## config.mk

```make
export PLATFORM = sky130hd
export DESIGN_NAME = pkt_capture
export DESIGN_NICKNAME = d
export VERILOG_FILES = /design/src/rtl/pkt_capture.sv
export SDC_FILE = /design/constraint.sdc
export NUM_CORES = 1
export LEC_CHECK = 0
export ABC_AREA = 1
export BUFFER_PORTS_ARGS = -buffer_cell sky130_fd_sc_hd__buf_4
export CORE_MARGIN = 1.5
export CORE_UTILIZATION = 45
export DETAILED_ROUTE_END_ITERATION = 10
export PLACE_DENSITY = 0.68
export RECOVER_POWER = 25
export SETUP_SLACK_MARGIN = 0.1
export SYNTH_ARGS = -nofsm -noshare
export SYNTH_HDL_FRONTEND = slang
export SYNTH_SLANG_ARGS = --single-unit
```

## constraint.sdc

```tcl
create_clock -name clk -period 4.6 [get_ports clk]
set_clock_uncertainty 0.1 [all_clocks]
set_input_delay 0.23 -clock clk [delete_from_list [all_inputs] [get_ports clk]]
set_output_delay 0.23 -clock clk [all_outputs]
set_load 0.01 [all_outputs]
```

## src/rtl/pkt_capture.sv

```systemverilog
// pkt_capture: Avalon-ST frame ingress. Pushes frame words into the shared
// data FIFO, truncates oversize frames, allocates a host ring slot per packet
// and hands the packet descriptor to the burst write controller.
module pkt_capture #(
  parameter logic [31:0] BUF_BASE      = 32'h0000_0000,
  parameter logic [31:0] BUF_SIZE      = 32'h0001_0000,
  parameter int          MAX_PKT_WORDS = 512
) (
  input  logic        clk,
  input  logic        reset,
  input  logic        enable,
  input  logic [31:0] st_data,
  input  logic        st_valid,
  input  logic        st_sop,
  input  logic        st_eop,
  output logic        st_ready,
  output logic [31:0] fifo_in,
  output logic        wr_to_fifo,
  input  logic        full,
  output logic        wr_ctrl,
  input  logic        wr_ctrl_rdy,
  output logic [31:0] pkt_begin,
  output logic [31:0] pkt_end,
  output logic [31:0] write_address,
  output logic [31:0] pkt_count,
  output logic [31:0] drop_count
);

  localparam logic [2:0] S_IDLE      = 3'd0;
  localparam logic [2:0] S_CAPTURE   = 3'd1;
  localparam logic [2:0] S_TRUNC     = 3'd2;
  localparam logic [2:0] S_DISCARD   = 3'd3;
  localparam logic [2:0] S_HANDOFF   = 3'd4;
  localparam logic [2:0] S_WAIT_DONE = 3'd5;

  localparam logic [31:0] RING_END = BUF_BASE + BUF_SIZE;
  localparam logic [15:0] MAX_W    = 16'(MAX_PKT_WORDS);

  logic [2:0]  state_q, state_d;
  logic [15:0] word_cnt_q, word_cnt_d;
  logic [31:0] ptr_q, ptr_d;
  logic [31:0] waddr_q, waddr_d;
  logic [31:0] pkt_end_q, pkt_end_d;
  logic        wr_ctrl_q, wr_ctrl_d;
  logic [31:0] pkt_count_q, pkt_count_d;
  logic [31:0] drop_count_q, drop_count_d;

  logic        accept;
  logic        go_hand;
  logic [31:0] nbytes;
  logic [31:0] ptr_adv;

  // Backpressure: pushing states follow FIFO full, draining states always
  // accept, handoff/wait hold the next frame off.
  always_comb begin
    st_ready = 1'b0;
    case (state_q)
      S_IDLE:             st_ready = enable ? !full : 1'b1;
      S_CAPTURE:          st_ready = !full;
      S_TRUNC, S_DISCARD: st_ready = 1'b1;
      default:            st_ready = 1'b0;
    endcase
  end

  assign accept     = st_valid && st_ready;
  assign wr_to_fifo = accept && ((state_q == S_IDLE && st_sop && enable) ||
                                 state_q == S_CAPTURE);
  assign fifo_in    = st_data;

  assign wr_ctrl       = wr_ctrl_q;
  assign pkt_begin     = 32'd0;
  assign pkt_end       = pkt_end_q;
  assign write_address = waddr_q;
  assign pkt_count     = pkt_count_q;
  assign drop_count    = drop_count_q;

  // Frame FSM, slot allocation and statistics. The descriptor is latched on
  // the eop-accept edge so it is already valid while wr_ctrl is high.
  always_comb begin
    state_d      = state_q;
    word_cnt_d   = word_cnt_q;
    ptr_d        = ptr_q;
    waddr_d      = waddr_q;
    pkt_end_d    = pkt_end_q;
    wr_ctrl_d    = 1'b0;
    pkt_count_d  = pkt_count_q;
    drop_count_d = drop_count_q;
    go_hand      = 1'b0;
    nbytes       = 32'd0;
    ptr_adv      = waddr_q + pkt_end_q;
    case (state_q)
      S_IDLE: begin
        if (accept && st_sop) begin
          if (enable) begin
            word_cnt_d = 16'd1;
            if (st_eop) go_hand = 1'b1;
            else        state_d = S_CAPTURE;
          end else begin
            drop_count_d = drop_count_q + 32'd1;
            if (!st_eop) state_d = S_DISCARD;
          end
        end
      end
      S_CAPTURE: begin
        if (accept) begin
          word_cnt_d = word_cnt_q + 16'd1;
          if (st_eop)                   go_hand = 1'b1;
          else if (word_cnt_d == MAX_W) state_d = S_TRUNC;
        end
      end
      S_TRUNC: begin
        if (accept && st_eop) go_hand = 1'b1;
      end
      S_DISCARD: begin
        if (accept && st_eop) state_d = S_IDLE;
      end
      S_HANDOFF: begin
        state_d = S_WAIT_DONE;
      end
      S_WAIT_DONE: begin
        if (wr_ctrl_rdy) begin
          ptr_d       = (ptr_adv == RING_END) ? BUF_BASE : ptr_adv;
          pkt_count_d = pkt_count_q + 32'd1;
          word_cnt_d  = 16'd0;
          state_d     = S_IDLE;
        end
      end
      default: state_d = S_IDLE;
    endcase
    if (go_hand) begin
      // Never let a packet straddle the ring end: restart at the base.
      nbytes    = {14'd0, word_cnt_d, 2'b00};
      state_d   = S_HANDOFF;
      wr_ctrl_d = 1'b1;
      pkt_end_d = nbytes;
      waddr_d   = (ptr_q + nbytes > RING_END) ? BUF_BASE : ptr_q;
    end
  end

  // State registers with synchronous reset.
  always_ff @(posedge clk) begin
    if (reset) begin
      state_q      <= S_IDLE;
      word_cnt_q   <= 16'd0;
      ptr_q        <= BUF_BASE;
      waddr_q      <= BUF_BASE;
      pkt_end_q    <= 32'd0;
      wr_ctrl_q    <= 1'b0;
      pkt_count_q  <= 32'd0;
      drop_count_q <= 32'd0;
    end else begin
      state_q      <= state_d;
      word_cnt_q   <= word_cnt_d;
      ptr_q        <= ptr_d;
      waddr_q      <= waddr_d;
      pkt_end_q    <= pkt_end_d;
      wr_ctrl_q    <= wr_ctrl_d;
      pkt_count_q  <= pkt_count_d;
      drop_count_q <= drop_count_d;
    end
  end

endmodule

```

Word-level counts from Yosys, hierarchy flattened --
Cells that the tools add are included.
Storage, ports and cells: word-level logic and storage cells 81, input port bits 40, register bits after elaboration 164, output and inout bits 195
Operators by class: bitwise logic cells 2, multiplexer cells 27, reductions and logical operators 15, $lt $le $gt $ge 1, add/subtract/negate cells 5, eq/ne operators 22
Operators by type and width (count):
- 32-bit by 1-bit adder with 32-bit output, second input constant | 2
- 32-bit by 18-bit adder with 32-bit output | 2
- 16-bit two-way mux | 4
- 32-bit two-way mux | 2
- 16-bit case mux with 3 select lines | 1
- 32-bit by 17-bit equality test with 1-bit output, second input constant | 1
- 32-bit by 17-bit greater-than comparator with 1-bit output, second input constant | 1
- 3-bit two-way mux | 10
- 3-bit case mux with 6 select lines | 1
- 16-bit by 1-bit adder with 16-bit output, second input constant | 1
- 16-bit by 10-bit equality test with 1-bit output, second input constant | 1
- 8-bit AND reduction | 2
- 3-bit inequality test, second input constant | 5
- 2-bit inequality test, second input constant | 6
- 1-bit two-way mux | 7
- 3-bit by 2-bit equality test with 1-bit output, second input constant | 2
- 3-bit equality test, second input constant | 2
- 1-bit logical AND | 6
- 3-bit by 2-bit inequality test with 1-bit output, second input constant | 2
- 1-bit case mux with 3 select lines | 2
- 2-bit by 1-bit inequality test with 1-bit output, second input constant | 2
- 2-bit OR reduction | 2
- 3-bit by 1-bit equality test with 1-bit output, second input constant | 1
- 3-bit zero test | 1
- other kinds (5) | 6

Logic depth before layout (Yosys ltp) --
Gate-level depths: netlist of the first run.
depth in word-level cells 10, mapped depth 29, gate-level depth less buffers 28

Worst setup path after synthesis of the first run --
OpenSTA, ideal clock, no wires.
path kind register to register, from register state_q[0], to register waddr_q[21], in the netlist write_address[21], path buffers 2, clock period less this slack 3589 ps, setup slack 1011 ps, cell stages (with the launch flop) 27, setup time 59 ps, required time 4441 ps, arrival time 3430 ps, cells stage by stage dfxtp_1 inv_1 nand2_1 a31oi_4 nand2_2 nor2_4 inv_1 nand2_1 o2111ai_2 buf_2 a21oi_1 inv_1 ha_1 a21oi_1 inv_1 nor2_1 nand2_1 nand2_1 nand2_2 a21oi_1 nand2_1 a21oi_1 nand2_1 nor2_2 buf_6 nand3_1 nand2_1
Between the ends: cells in the longest elaborated chain, start to end 10, elaborated cells on any way between the ends 20, those cells by class 1 x add/sub; 1 x order compare; 4 x eq/ne; 9 x mux; 5 x reduce/logical
Ends and longest elaborated chain:
- start: declaration | line 39 | logic [2:0] state_q, state_d;
- start signal: assignment | line 152 | state_q <= state_d;
- 3-bit by 2-bit equality test with 1-bit output | line 57 | case (state_q)
- 2-bit OR reduction | line 57
- 1-bit case mux with 3 select lines (*) | line 57
- net st_ready | line 16 | output logic st_ready,
- 1-bit logical AND (*) | line 65 | assign accept = st_valid && st_ready;
- 1-bit logical AND | line 93 | if (accept && st_sop) begin
- 16-bit two-way mux | line 93
- 16-bit case mux with 3 select lines (*) | line 91 | case (state_q)
- net word_cnt_d[6] | line 40 | logic [15:0] word_cnt_q, word_cnt_d;
- 32-bit by 18-bit adder with 32-bit output (*) | line 136 | waddr_d = (ptr_q + nbytes > RING_END) ? BUF_BASE : ptr_q;
- 32-bit by 17-bit greater-than comparator with 1-bit output (*) | line 136
- 32-bit two-way mux (*) | line 136
- end signal: assignment | line 155 | waddr_q <= waddr_d;
- end: declaration | line 42 | logic [31:0] waddr_q, waddr_d;
The timed path passes the listed nets; every way through them passes the cells marked *. A chain may end at the register's enable or synchronous reset.

Final worst setup path of the first run --
from register state_q[0], to register waddr_q[6], in the netlist write_address[6]
Between the ends: cells in the longest elaborated chain, start to end 10, elaborated cells on any way between the ends 20, those cells by class 1 x add/sub; 1 x order compare; 4 x eq/ne; 9 x mux; 5 x reduce/logical
Ends and longest elaborated chain (line):
- 3-bit by 2-bit equality test with 1-bit output | 57
- 2-bit OR reduction | 57
- 1-bit case mux with 3 select lines | 57
- 1-bit logical AND | 65
- 1-bit logical AND | 93
- 16-bit two-way mux | 93
- 16-bit case mux with 3 select lines (*) | 91
- net word_cnt_d[14] | 40
- 32-bit by 18-bit adder with 32-bit output (*) | 136
- 32-bit by 17-bit greater-than comparator with 1-bit output (*) | 136
- 32-bit two-way mux (*) | 136
Marks and branches as above.

==> results of run 1 <==
-- final timing paths --
| kind | start | cells past startpoint | to | slack, ns |
|---|---|---|---|---|
| max | state_q[0]$_SDFFE_PP0P_ | 24 | write_address[6]$_SDFFE_PP0P_ | 0.39 |
| min | reset | 2 | word_cnt_q[14]$_SDFF_PP0_ | 0.16 |
| max reg2reg | state_q[0]$_SDFFE_PP0P_ | 24 | write_address[6]$_SDFFE_PP0P_ | 0.39 |
| min reg2reg | pkt_count[31]$_SDFFE_PP0P_ | 1 | pkt_count[31]$_SDFFE_PP0P_ | 0.37 |
-- cell type report --
class                           instances  area (µm²)
Fill cell                            2603       12300
Multi-Input combinational cell       1337        6640
Sequential cell                       164        3280
Inverter                              253         952
Timing Repair Buffer                  138         880
Clock buffer                           17         425
Tap cell                              330         413
Clock inverter                         15         181
-- registers in the layout, summed over array words and instances (netlist names) --
name	flops
drop_count	32
state_q	3
pkt_count	32
word_cnt_q	16
wr_ctrl	1
ptr_q	32
pkt_end	16
write_address	32
-- synthesized netlist by cell type (5+ instances only) --
cell and number:
dfxtp_1 164, nor2_4 9, ha_1 36, buf_4 80, nor4_1 15, nor3_2 5, nor2_1 198, nand2_2 10
o21a_1 5, nor2_2 7, inv_1 246, a31oi_1 5, nand2_1 531, clkbuf_1 26, nor3b_2 5, or2_2 5
nand3b_1 8, nand3_1 140, xnor2_1 8, a21oi_1 110, xor2_1 30, buf_6 7, nand4_1 22, o21ai_0 47
nand3_2 5, buf_2 5, nor3_1 47
-- worst max-delay path: stages, from the launching register on --
cell	delay [ns]
dfxtp_1	0.31
inv_1	0.15
nand2_1	0.13
a31oi_4	0.16
nand2_2	0.12
nor2_4	0.15
inv_1	0.07
nand2_1	0.14
o2111ai_4	0.28
a21oi_1	0.43
inv_1	0.09
ha_1	0.41
nand2_1	0.13
nor2_1	0.15
inv_1	0.09
o211ai_2	0.26
nand2_1	0.09
nand2_1	0.07
nand2_1	0.06
nor2_1	0.10
nand3_1	0.08
nor2_2	0.11
buf_4	0.26
nand3_1	0.11
nand2_1	0.08
-- through the flow --
step	instance area, µm²	setup WS, ns	util (%)	hold slack [ns]	total power [W]
finish	12800	0.392	50.9	0.156	0.00326
global route	12800	0.110	50.9	0.156	0.00337
CTS	12900	0.218	51.4	0.132	0.00326
global placement	12300	0.357	49.0	0.352	0.00179
floorplan	11600	1.01	-	0.345	0.00177
detailed placement	12300	0.258	49.0	0.357	0.00179
-- logic make-up (layout without fill, tap and decap cells) --
logic type               Yosys count  after routing  synth area share, %
AO/OA/AOI/OAI                    191            191                 9.23
XOR/XNOR                          38             38                 2.90
adder cells (fa/ha/maj)           38             38                 4.28
buffers and inverters            373            423                 15.4
flip-flops                       164            164                 28.6
other                              1             48               0.0327
AND/OR/NAND/NOR                 1022           1022                 39.6
-- power by group through the flow --
| stage | Clock [W] | Sequential [W] | Combinational [W] |
|---|---|---|---|
| global route | 0.00156 | 0.00145 | 0.000365 |
| CTS | 0.00150 | 0.00145 | 0.000310 |
| global placement | 0 | 0.00148 | 0.000313 |
| finish | 0.00148 | 0.00145 | 0.000327 |
| detailed placement | 0 | 0.00148 | 0.000309 |
| floorplan | 0 | 0.00148 | 0.000294 |
-- metal layers --
metal | global-route usage, % | share of wire, % | vias to the layer above
met1 | 32.8 | 45 | 5213
met4 | 9.76 | 2.6 | 0
met5 | 0 | 0 | -
li1 | - | - | 5843
met3 | 5.02 | 7.3 | 50
met2 | 41.9 | 45 | 400
==> results.toml, run 1 <==
[routing]
drc_errors = 0
drt_wl_total_um = 33500
ant_nets = 0
vias_per_cell = 5.10
drt_first_pass_iters = 5
wire_per_inst_um = 14.9
drt-initial-drc-count = 744
vias = 11500

[yosys]
avgSynthCellArea_um2 = 6.28
synth.top_cell.area_share_pct = 28.6
ys.flop_type = "dfxtp_1"
synth_area_leaders = "dfxtp_1 (29%), nand2_1 (17%), inv_1 (8.1%), nor2_1 (6.5%), nand3_1 (6.1%)"
async_flop_share_pct = 0
synth-seq-cells = 164
synthCells = 1827
ys_types = 57
synth_edf_count = 0
yosysWarningCount = 0
yosysSeqAreaShare_pct = 28.6
synth_top_cell_by_area = "dfxtp_1"
synth_area_um2 = 11500

[power_and_ir_drop]
netSwitchingPower_w = 0.000958
p_clk_share_pct = 45.5
peakVddDrop_uv = 192
intPower_w = 0.00230
powerDensity_nw_per_um2 = 255
leakage_nw = 5.77
combPwrFrac_pct = 10.0
seqPwrFrac_pct = 44.5
p_sw_share_pct = 29.4

[cells_and_area]
syn_to_final_growth_pct = 11.3
drive_gt1_share_pct = 10.2
final_cell_mix = "nand2_1 (531), inv_1 (246), nor2_1 (196)"
fin_nets = 1989
layout.cells.non_filler = 2254
final_common_cell = "nand2_1"
diodes = 0

[grt]
grt_usage_pct = 25.4
grt_pass1_vias = 10800
grt_antenna_before_repair = 0
grt-ovfl-total = 0
grt_max_degree = 53
grt_pass1_wl_um = 53800

[clocking]
post-cts-setup-buffers = 0
hold_buffers = 0
clock_latency_ns = 0.44
clockBufferDepth = 2
cts_sinks = 164
numCtsBuffers = 17
path_clk_slew_ns = 0.08
cts_resized = 0
cts-root-buf = "clkbuf_16"
cts_tree = "built"
cts-htree-levels = 4

[timing]
worstMarginPinSlew_ns = 0.982
hold_viol = 0
max_freq_mhz = 238
max_slew_margin_pct = 34.6
finalSetupViolCount = 0
period_minus_slack_ns = 4.21
timing.final.crit_share_pct = 91.5
rsz0062_at_grt = "false"
drv_slew = 0
tns_ns = 0

[die]
ioPinCount = 235
core.rowCount = 58
start_util_pct = 45.7
design.die.area_um2 = 26500
die_w_um = 163
die_h_um = 163
core_um2 = 25100

[worst_hold_path]
hold_class = "primary input to register"

[critical_path]
crit_type = "register to register"
cp.arrival_ns = 4.48
endpoint_kind = "register"
start_kind = "register"
required_ns = 4.88
path_max_fanout = 16

[placement]
place_inst = 2222
gp_congestion = 0.911
io_buffers = 122
post-dp-hpwl_um = 25700

[outcome]
outcome = "completed"

[job]
cap_violations = 0
Power figures use the tool's default switching activity.
==> run 2, diff against run 1 <==
--- a/config.mk
+++ b/config.mk
@@ -9,8 +9,9 @@
 export BUFFER_PORTS_ARGS = -buffer_cell sky130_fd_sc_hd__buf_4
 export CORE_MARGIN = 1.5
 export CORE_UTILIZATION = 45
+export CTS_CLUSTER_SIZE = 16
 export DETAILED_ROUTE_END_ITERATION = 10
-export PLACE_DENSITY = 0.68
+export PLACE_DENSITY = 0.7
 export RECOVER_POWER = 25
 export SETUP_SLACK_MARGIN = 0.1
 export SYNTH_ARGS = -nofsm -noshare
==> run 2 against run 1 <==
  * Register-to-register slack better by 0.02 ns
  * Die area unchanged
  * Combinational power up 15%
  * Wire length increased by 0.58%
  * Critical path depth shrank 3
  * Global-route usage grew 0.16 points
  * Power increased by 1.7%
  * Maximum frequency increased by 0.57%
  * Sequential cell count is the same
  * Core utilization up 0.30 points
  * Hold slack worse by 0.13 ns
  * Largest power group unchanged
==> results.toml, run 2 (synthesis results as in run 1) <==
[routing]
drt_first_pass_iters = 5
ant_nets = 0
drt-initial-drc-count = 927
drc_errors = 0
vias_per_cell = 5.15
drt_wl_total_um = 33700
vias = 11600
wire_per_inst_um = 14.9

[grt]
grt_max_degree = 73
grt_pass1_wl_um = 54200
grt_pass1_vias = 10700
grt_antenna_before_repair = 0
grt-ovfl-total = 0
grt_usage_pct = 25.6

[worst_hold_path]
hold_class = "primary input to register"

[clocking]
clockBufferDepth = 2
clock_latency_ns = 0.45
cts_sinks = 164
numCtsBuffers = 17
cts-root-buf = "clkbuf_16"
hold_buffers = 0
cts-htree-levels = 4
path_clk_slew_ns = 0.08
cts_tree = "built"

[timing]
drv_slew = 0
hold_viol = 0
setup_ws_ns = 0.416
finalSetupViolCount = 0
tns_ns = 0
max_slew_margin_pct = 38.2
max_freq_mhz = 239
period_minus_slack_ns = 4.18
worstMarginPinSlew_ns = 0.926
rsz0062_at_grt = "false"
timing.final.crit_share_pct = 91.0

[critical_path]
crit_buf_inv = 4
required_ns = 4.89
path_common_cell = "nand2_1"
cpPeakStageDelay_ns = 0.47
endpoint_kind = "register"
critical-path-slowest-cell = "nor4_1"
cp.arrival_ns = 4.48
crit_type = "register to register"
crit_family = "simple AND/OR/NAND/NOR gates"
path_cells = "inv_1 > nand2_1 > a31oi_4 > nand2_2 > a21oi_2 > o2111ai_4 > buf_4 > a21oi_1 > inv_1 > ha_1 > nand2_1 > nor4_1 > nand3b_1 > nand3_1 > nand2_1 > nor2_2 > nand3_2 > nor2_4 > buf_12 > nand3_1 > nand2_1"
path_max_fanout = 32
start_kind = "register"

[cells_and_area]
final_common_cell = "nand2_1"
drive_gt1_share_pct = 10.5
fill_cells = 2608
final_cell_mix = "nand2_1 (530), inv_1 (246), nor2_1 (197)"
syn_to_final_growth_pct = 12.0
fin_nets = 1994
final_core_util_pct = 51.2
diodes = 0

[power_and_ir_drop]
netSwitchingPower_w = 0.00102
peakVddDrop_uv = 219
intPower_w = 0.00229
powerDensity_nw_per_um2 = 258
p_sw_share_pct = 31.0
leakage_nw = 5.80
seqPwrFrac_pct = 43.8
combPwrFrac_pct = 11.3
p_clk_share_pct = 44.9
power_w = 0.00331

[placement]
gp_congestion = 0.937
io_buffers = 122
post-dp-hpwl_um = 25200
pre_cts_ws_ns = 0.250

[die]
die_w_um = 163
start_util_pct = 45.7
core_um2 = 25100
design.die.area_um2 = 26500
ioPinCount = 235
core.rowCount = 58
die_h_um = 163

[outcome]
outcome = "completed"

[job]
cap_violations = 0
## run 2: area by class of cell
class	count	area, µm²	area share (%)
Multi-Input combinational cell	1338	6650	51.8
Sequential cell	164	3280	25.6
Inverter	253	952	7.41
Timing Repair Buffer	142	922	7.18
Clock buffer	17	425	3.31
Tap cell	330	413	3.21
Clock inverter	15	199	1.55
## run 2: worst paths after layout
kind	from	end	slack (ns)	cells past startpoint
max reg2reg	state_q[0]$_SDFFE_PP0P_	write_address[11]$_SDFFE_PP0P_	0.42	21
min	reset	pkt_count[26]$_SDFFE_PP0P_	0.02	2
max	state_q[0]$_SDFFE_PP0P_	write_address[11]$_SDFFE_PP0P_	0.42	21
min reg2reg	ptr_q[0]$_SDFFE_PP0P_	ptr_q[0]$_SDFFE_PP0P_	0.37	2
## run 2: stage by stage
step | instance area (µm²) | cells | hold WS, ns
2_1_floorplan | 11600 | 1874 | 0.345
3_3_place_gp | 12300 | 2222 | 0.353
3_5_place_dp | 12300 | 2222 | 0.360
4_1_cts | 12900 | 2254 | 0.0181
5_1_grt | 12800 | 2259 | 0.0228
6_report | 12800 | 2259 | 0.0208
## run 2: metal layers
layer	GRT usage (%)	share of wire, %	up-vias
met5	0	0	-
met4	10.3	2.9	0
li1	-	-	5861
met3	4.61	7.5	68
met1	32.7	44	5256
met2	42.7	46	447
## run 2: power groups by stage
| stage | Sequential (W) | Combinational, W | Clock, W |
|---|---|---|---|
| after floorplan | 0.00148 | 0.000294 | 0 |
| after global placement | 0.00148 | 0.000309 | 0 |
| after detailed placement | 0.00148 | 0.000311 | 0 |
| after CTS | 0.00145 | 0.000311 | 0.00150 |
| after global routing | 0.00145 | 0.000413 | 0.00156 |
| final | 0.00145 | 0.000376 | 0.00149 |
## run 2: timing repair
action / 4_1_cts / 5_1_grt
setup endpoints to repair: 0 / 32
resized for setup: 0 / 7
setup buffers: 0 / 4
hold endpoints to repair: 0 / 0
## run 2: worst reg2reg max path: stages, from the launching register on
cell and delay, ns:
dfxtp_1 0.32, inv_1 0.14, nand2_1 0.11, a31oi_4 0.16
nand2_2 0.12, a21oi_2 0.33, o2111ai_4 0.25, buf_4 0.23
a21oi_1 0.25, inv_1 0.08, ha_1 0.37, nand2_1 0.12
nor4_1 0.47, nand3b_1 0.18, nand3_1 0.10, nand2_1 0.07
nor2_2 0.12, nand3_2 0.09, nor2_4 0.13, buf_12 0.20
nand3_1 0.12, nand2_1 0.07
